==> src/rtl/mem_addr_pkg.sv <==
// Shared types and default widths for the burst address sequencer.
// Page-wrap mode is selected by the MEM_ADDR_SEQ_PAGE_WRAP_EN macro in mem_addr_seq.
package mem_addr_pkg;

  localparam int DEF_AW    = 16;
  localparam int DEF_NSRC  = 4;
  localparam int DEF_LENW  = 4;
  localparam int DEF_PAGEW = 8;

  typedef enum logic {
    IDLE  = 1'b0,
    BURST = 1'b1
  } state_e;

  localparam logic DIR_INC = 1'b0;
  localparam logic DIR_DEC = 1'b1;

endpackage

==> src/rtl/mem_addr_mux.sv <==
// NSRC:1 address selector; a disabled or out-of-range select yields zero.
module mem_addr_mux
  import mem_addr_pkg::*;
#(
  parameter int AW   = DEF_AW,
  parameter int NSRC = DEF_NSRC,
  parameter int SELW = $clog2(NSRC)
) (
  input  logic [NSRC*AW-1:0] src_i,
  input  logic               en_i,
  input  logic [SELW-1:0]    sel_i,
  output logic [AW-1:0]      addr_o
);

  always_comb begin
    // NOTE: default assignment first, so no path leaves addr_o unassigned and no latch is inferred.
    addr_o = '0;
    for (int k = 0; k < NSRC; k++) begin
      if (en_i && (int'(sel_i) == k)) begin
        addr_o = src_i[k*AW +: AW];
      end
    end
  end

endmodule

==> src/rtl/mem_addr_seq.sv <==
// Burst address sequencer: captures a selected base address and emits LEN+1 beats with valid/ready.
// Define MEM_ADDR_SEQ_PAGE_WRAP_EN to confine the per-beat step to the low PAGEW address bits.
module mem_addr_seq
  import mem_addr_pkg::*;
#(
  parameter int AW    = DEF_AW,
  parameter int NSRC  = DEF_NSRC,
  parameter int SELW  = $clog2(NSRC),
  parameter int LENW  = DEF_LENW,
  parameter int PAGEW = DEF_PAGEW
) (
  input  logic               CLK,
  input  logic               RST,
  input  logic [NSRC*AW-1:0] SRC_BUS,
  input  logic               REQ_VALID,
  output logic               REQ_READY,
  input  logic               REQ_EN,
  input  logic [SELW-1:0]    REQ_SEL,
  input  logic               REQ_DIR,
  input  logic [LENW-1:0]    REQ_LEN,
  output logic               ADDR_VALID,
  input  logic               ADDR_READY,
  output logic [AW-1:0]      ADDR,
  output logic               ADDR_LAST,
  output logic               BUSY
);

  if (PAGEW < 1 || PAGEW >= AW) begin : g_pagew_check
    $error("mem_addr_seq: PAGEW must lie in [1, AW-1]");
  end

  state_e          state_q;
  logic [AW-1:0]   addr_q, addr_d, base_d;
  logic [LENW-1:0] cnt_q, cnt_d, len_q;
  logic            dir_q, valid_q, last_q;

  mem_addr_mux #(
    .AW   (AW),
    .NSRC (NSRC),
    .SELW (SELW)
  ) u_base_mux (
    .src_i  (SRC_BUS),
    .en_i   (REQ_EN),
    .sel_i  (REQ_SEL),
    .addr_o (base_d)
  );

  // Address of the following beat; page mode keeps the upper bits of the base.
  always_comb begin
    addr_d = addr_q;
`ifdef MEM_ADDR_SEQ_PAGE_WRAP_EN
    case (dir_q)
      DIR_INC: addr_d[PAGEW-1:0] = addr_q[PAGEW-1:0] + PAGEW'(1);
      DIR_DEC: addr_d[PAGEW-1:0] = addr_q[PAGEW-1:0] - PAGEW'(1);
    endcase
`else
    case (dir_q)
      DIR_INC: addr_d = addr_q + AW'(1);
      DIR_DEC: addr_d = addr_q - AW'(1);
    endcase
`endif
  end

  assign cnt_d = cnt_q + LENW'(1);

  // NOTE: sequential state uses <= so every register sees pre-edge values of the others.
  always_ff @(posedge CLK) begin
    if (RST) begin
      state_q <= IDLE;
      addr_q  <= '0;
      cnt_q   <= '0;
      len_q   <= '0;
      dir_q   <= DIR_INC;
      valid_q <= 1'b0;
      last_q  <= 1'b0;
    end else begin
      case (state_q)
        IDLE: begin
          if (REQ_VALID) begin
            state_q <= BURST;
            addr_q  <= base_d;
            cnt_q   <= '0;
            len_q   <= REQ_LEN;
            dir_q   <= REQ_DIR;
            valid_q <= 1'b1;
            last_q  <= (REQ_LEN == '0);
          end
        end
        BURST: begin
          if (ADDR_READY) begin
            if (cnt_q == len_q) begin
              state_q <= IDLE;
              valid_q <= 1'b0;
              last_q  <= 1'b0;
            end else begin
              addr_q <= addr_d;
              cnt_q  <= cnt_d;
              last_q <= (cnt_d == len_q);
            end
          end
        end
        default: state_q <= IDLE;
      endcase
    end
  end

  assign REQ_READY  = (state_q == IDLE);
  assign BUSY       = (state_q == BURST);
  assign ADDR_VALID = valid_q;
  assign ADDR       = addr_q;
  assign ADDR_LAST  = last_q;

endmodule

==> config.mk <==
export PLATFORM = sky130hd
export DESIGN_NAME = mem_addr_seq
export DESIGN_NICKNAME = d
export VERILOG_FILES = /design/src/rtl/mem_addr_pkg.sv /design/src/rtl/mem_addr_mux.sv /design/src/rtl/mem_addr_seq.sv
export SDC_FILE = /design/constraint.sdc
export NUM_CORES = 1
export LEC_CHECK = 0
export BUFFER_PORTS_ARGS = -buffer_cell sky130_fd_sc_hd__buf_2
export CORE_UTILIZATION = 40
export CTS_CLUSTER_SIZE = 12
export DETAILED_ROUTE_END_ITERATION = 12
export PLACE_DENSITY = 0.68
export REMOVE_ABC_BUFFERS = 1
export SYNTH_ARGS = -nofsm -noshare
export SYNTH_HDL_FRONTEND = slang
export SYNTH_SLANG_ARGS = --single-unit
==> constraint.sdc <==
create_clock -name CLK -period 5.4 [get_ports CLK]
set_input_delay 0.27 -clock CLK [delete_from_list [all_inputs] [get_ports CLK]]
set_output_delay 0.27 -clock CLK [all_outputs]
set_load 0.01 [all_outputs]
After elaboration in Yosys (flattened, before gate mapping)

Cells that the tools add are included.

Word-level logic and storage cells: 56
Bits of input ports: 76
Output and inout port bits: 20
Bits in registers: 28

Equality and inequality tests: 9
Mux-type cells: 25
Reductions and logical operators: 10
Bitwise gates (word level): 2
$add $sub $neg: 3

Operators with widths:

| cell                                                   | number |
|---|---|
| two-way mux 16 bit                                     | 7 |
| one-hot mux 16 bit (2 select lines)                    | 2 |
| adder 16 x 1 -> 16 bit (second input constant)         | 1 |
| subtractor 16 x 1 -> 16 bit (second input constant)    | 1 |
| two-way mux 4 bit                                      | 3 |
| two-way mux 1 bit                                      | 9 |
| == test 4 bit                                          | 2 |
| one-hot mux 4 bit (2 select lines)                     | 1 |
| inequality test 2 bit (second input constant)          | 3 |
| one-hot mux 1 bit (2 select lines)                     | 3 |
| AND reduction 3 bit                                    | 2 |
| adder 4 x 1 -> 4 bit (second input constant)           | 1 |
| == test 2 bit (second input constant)                  | 2 |
| logical AND 1 bit                                      | 4 |
| logical NOT 4 bit                                      | 1 |
| AND reduction 2 bit                                    | 2 |
| == test 2 x 1 -> 1 bit (second input constant)         | 1 |
| logical NOT 2 bit                                      | 1 |
| inequality test 2 x 1 -> 1 bit (second input constant) | 1 |
| inverter 1 bit                                         | 2 |

Logic depth before layout (Yosys ltp)

Depth after elaboration: 8
Gate-level depth with buffers: 7
Mapped depth without buffers: 7

Modules after synthesis

Synthesis repeated with hierarchy kept, for this count alone.

Cell total of the unflattened synthesis: 314
Area total of the unflattened synthesis: 2573.7 µm²

Modules (own cells, without submodules):

| module       | cells each | times used | area each (µm²) | seq. area each (µm²) |
|---|---|---|---|---|
| mem_addr_seq | 257        | 1          | 2049.5          | 560.5 |
| mem_addr_mux | 57         | 1          | 524.3           | 0.0 |

Worst setup path after synthesis

OpenSTA, ideal clock, no wires.

Path type: reg2reg
Start point: register dir_q
End point: register addr_q[12] (netlist: ADDR[12])
Path slack: 2.909 ns
Required time: 5.314 ns
Stages on the path, launching flop included: 8
Arrival: 2.405 ns
Period minus slack after synthesis: 2.491 ns
Path buffers: 0
Setup time: 0.086 ns
Path through: dfxtp_1 > ha_1 > a211oi_1 > o211ai_1 > and2_1 > a221oi_1 > mux2_2 > a211oi_1

Word-level cells in the longest chain between the ends: 5

Ends and longest elaborated chain:

| element                               | RTL line           | text |
|---|---|---|
| start: declaration                    | mem_addr_seq.sv:35 | `logic dir_q, valid_q, last_q;` |
| start signal: assignment              | mem_addr_seq.sv:73 | `dir_q <= DIR_INC;` |
| start signal: assignment              | mem_addr_seq.sv:84 | `dir_q <= REQ_DIR;` |
| inverter 1 bit                        | mem_addr_seq.sv:57 | `case (dir_q)` |
| one-hot mux 16 bit (2 select lines) * | mem_addr_seq.sv:57 |  |
| two-way mux 16 bit *                  | mem_addr_seq.sv:91 | `if (cnt_q == len_q) begin` |
| two-way mux 16 bit *                  | mem_addr_seq.sv:90 | `if (ADDR_READY) begin` |
| one-hot mux 16 bit (2 select lines) * | mem_addr_seq.sv:77 | `case (state_q)` |
| end signal: assignment                | mem_addr_seq.sv:81 | `addr_q <= base_d;` |
| end signal: assignment                | mem_addr_seq.sv:96 | `addr_q <= addr_d;` |
| end: declaration                      | mem_addr_seq.sv:33 | `logic [AW-1:0] addr_q, addr_d, base_d;` |

Every way passes the cells marked *; elsewhere a longest branch is shown, timed or not. The select of a mux whose other input is x is not followed.
A chain may end at the register's enable or synchronous reset.

Worst setup path after layout

Same ends and word-level chain as after synthesis.

==> results <==
- The run finished with clean final reports.
- The clock slew at the register clock pins of the worst setup and hold paths is 100 ps.
- At the worst endpoint, the arrival time is 3150 ps.
- The TritonCTS clock tree is yes.
- The CTS root buffer is clkbuf_8.
- The largest single stage delay on the critical path is 780 ps.
- The via count of the first global-routing pass is 2408.
- The peak clock frequency supported by timing is 339 MHz.
- The leading cell type by number of instances after synthesis is dfxtp_1.
- STA classifies the critical path endpoint as a flip-flop.
- The relative slew slack is 0.344.
- The number of clock sinks seen by CTS is 28.
- The cell that appears most often on the critical path is a211oi_1.
- Dividing the detail-routed via count by the number of cells gives 5.76.
- The end-of-flow core utilization is 0.528.
- On the critical path, the stage with the largest delay is an instance of dfxtp_1.
- The number of flops mapped to enable cells by yosys is 0.
- CTS built an H-tree with a depth of 1.
- Setup repair after global routing left no endpoint under its margin.
- The maximum resistive drop on vdd is 0.106 mV.
- The total routed wirelength is 6670 µm.
- Walking the worst path, the cells encountered are ha_1 > a211oi_1 > o211ai_1 > and2_1 > a221oi_1 > mux2_2 > a211oi_1.
- The repair_antennas step left the layout with diodes totalling 0.
- The number of nets in the layout is 442.
- The final period utilization is 0.546.
- The full die area is 6330 µm².
- Sorting the synthesized cells by area gives the leading types as dfxtp_1, mux4_2, ha_1.
- The final max-slew violation count is 0.
- The number of buffers inserted to repair setup after CTS is 0.
- The count of buffers added on input and output ports is 95.
- In the synthesized netlist the dominant register cell turns out to be dfxtp_1.
- After clock tree synthesis, the flow added hold-fix buffers numbering 0.
- The via total after detailed routing is 2424.
- The critical path in this run is classified as reg -> reg.
- The commonest cells after synthesis are dfxtp_1, nor2_1, a21oi_1, nand2_1, mux4_2.
- STA puts the critical path data required time at 5600 ps.
- The areal power density over the cells is 218 nW/µm².
- The final setup violation count is 0.
- The cell count after synthesis came out at 264.
- The per-cell routed wire length is 15.9 µm.
- In the final layout, the share of cells above drive strength 1 is 0.370.
- Summed over all instances, the cell type with the most area after synthesis is dfxtp_1.
- For this run, the total global-route usage over all layers was measured as 0.229.
- At the end of routability-driven placement, the weighted congestion stood at 0.876.
- The tightest min-delay check is of the in -> reg type.
- Of the synthesized area, sequential elements account for 0.233.
- The remaining antenna violation count after routing is 0.
- The area share of the largest cell type after synthesis is 0.233.
- In this run the core area contains 27 standard-cell rows.
- The synthesized area divided by synthesized cell count is 9.12 µm².
- The TritonCTS buffer count is 3.
- The minimum clock period after layout is 2950 ps.
- The HPWL after detailed placement is 5240 µm.
- The worst setup path is launched from a flip-flop.
- For this design the static power due to leakage is 0.00134 µW.
- Entering global routing, the biggest net connects 29 pins.
- The hold violation count in the final report is 0.
- The core region is 5640 µm².
- The detailed router finished its first iteration with 84 violations.
- The post-cts repair resize count is 0.
- At the pin with the least slew margin, the transition time is 982 ps.
- The cell area that synthesis handed to floorplanning was 2410 µm².
- At the later pin of the worst-skew pair, clock insertion delay measures 280 ps.
- Max-cap violations in this run came to 0.
- The die boundary width is 79.6 µm.
- The number of distinct library cell variants in the gate-level netlist after synthesis is 56.
- Across the routed clock network, the largest skew measured is 7.03 ps.
- The first global-routing pass estimated 11400 µm of wire.
- In the routed design, unresolved DRC markers number 0.
- The overflow left after global routing is 0.
- The layout overhead on the synthesized area is 23.9%.
- The total of warnings raised by yosys is 0.
- The number of flip-flops and latches in the synthesized netlist is 28.
- The initial antenna violation count came to 0.
- The pre-antenna-repair detailed-routing pass consisted of 4 iterations.
- Measured along the y axis, the die boundary spans 79.6 µm.
- On the final layout, the worst hold slack is 219 ps.
- The initial utilization of the core area, before any placement, comes to 0.427.
- Counting flops with an async set or reset pin after synthesis yields a share of 0.
- In this run the worst path has a maximum fanout of 17.
- The summed negative setup slack over all endpoints is 0 ps.
- The count of pins on the block boundary is 96.
- The maximum number of buffers from clock root to sink is 2.
-- sequential cells by signal, summed over array words and instances, names as in the netlist --
name        cells
BUSY            1
dir_q           1
ADDR_VALID      1
cnt_q           4
ADDR_LAST       1
len_q           4
ADDR           16
-- cell type report --
cell class                      instances  area, µm²
Fill cell                             534       2660
Multi-Input combinational cell        219       1770
Sequential cell                        28        561
Timing Repair Buffer                   95        475
Tap cell                               72       90.1
Clock buffer                            3       41.3
Clock inverter                          1       30.0
Inverter                                3       11.3
-- routing by layer --
metal | global-route usage | up-vias | part of all wire | wire length [µm]
li1 | - | 1194 | - | -
met1 | 0.301 | 1144 | 0.46 | 3040
met2 | 0.397 | 80 | 0.49 | 3260
met3 | 0.0274 | 6 | 0.046 | 304
met4 | 0.0545 | 0 | 0.011 | 71
met5 | 0 | - | 0 | 0
-- final timing paths --
| kind | start | end | slack [ps] | depth (start not counted) |
|---|---|---|---|---|
| setup / recovery | dir_q$_SDFFE_PP0P_ | ADDR[12]$_SDFFE_PP0P_ | 2450 | 7 |
| hold / removal | REQ_DIR | dir_q$_SDFFE_PP0P_ | 220 | 3 |
| setup reg to reg | dir_q$_SDFFE_PP0P_ | ADDR[12]$_SDFFE_PP0P_ | 2450 | 7 |
| hold reg to reg | len_q[3]$_SDFFE_PP0P_ | len_q[3]$_SDFFE_PP0P_ | 470 | 2 |
-- layout by cell type (no fill, tap or decap), types with 2 or more instances in the layout --
cell type	synthesis	layout
xnor2_1	10	10
nor2_1	26	26
mux2i_1	2	2
dfxtp_1	28	28
a311oi_1	3	3
o21ai_0	6	6
clkbuf_8	0	3
buf_2	4	95
and3_1	2	2
o211ai_1	3	3
a21oi_1	22	22
ha_1	15	15
nand3_1	4	4
mux4_2	16	16
a31oi_1	2	2
inv_1	3	3
a21o_1	3	3
nand2_1	22	22
a221oi_1	10	10
nor3_1	15	15
nand4_1	3	3
a21oi_2	2	2
o21a_1	5	5
o21bai_1	2	2
nand3b_1	3	3
xor2_1	8	8
a211oi_1	7	7
nor2b_1	3	3
-- worst max-delay path: cells and delay by family (launching register included) --
kind / cells / cell delay (ps)
AO/OA/AOI/OAI: 4 / 1090
multiplexers: 1 / 370
adder cells (fa/ha/maj): 1 / 430
flip-flops: 1 / 780
AND/OR/NAND/NOR: 1 / 190
-- logic make-up after synthesis --
group | synth area share
multiplexers | 0.163
buffers and inverters | 0.0307
adder cells (fa/ha/maj) | 0.0863
AND/OR/NAND/NOR | 0.185
AO/OA/AOI/OAI | 0.237
XOR/XNOR | 0.0655
flip-flops | 0.233
-- through the flow --
| stage | power (µW) | std cells | worst slack, ps | cell area [µm²] |
|---|---|---|---|---|
| final | 651 | 421 | 2450 | 2980 |
| after global routing | 692 | 421 | 2190 | 2980 |
| after CTS | 655 | 421 | 2470 | 2980 |
| after detailed placement | 483 | 417 | 2510 | 2910 |
| after global placement | 476 | 417 | 2570 | 2910 |
| after floorplan | 396 | 250 | 2910 | 2340 |
-- power breakdown --
| part | internal, µW | switching (µW) | total (µW) |
|---|---|---|---|
| logic | 109 | 123 | 232 |
| clock network | 99.4 | 73.3 | 173 |
| registers | 224 | 22.2 | 246 |
Note: power is estimated with default switching activity, not from simulation.
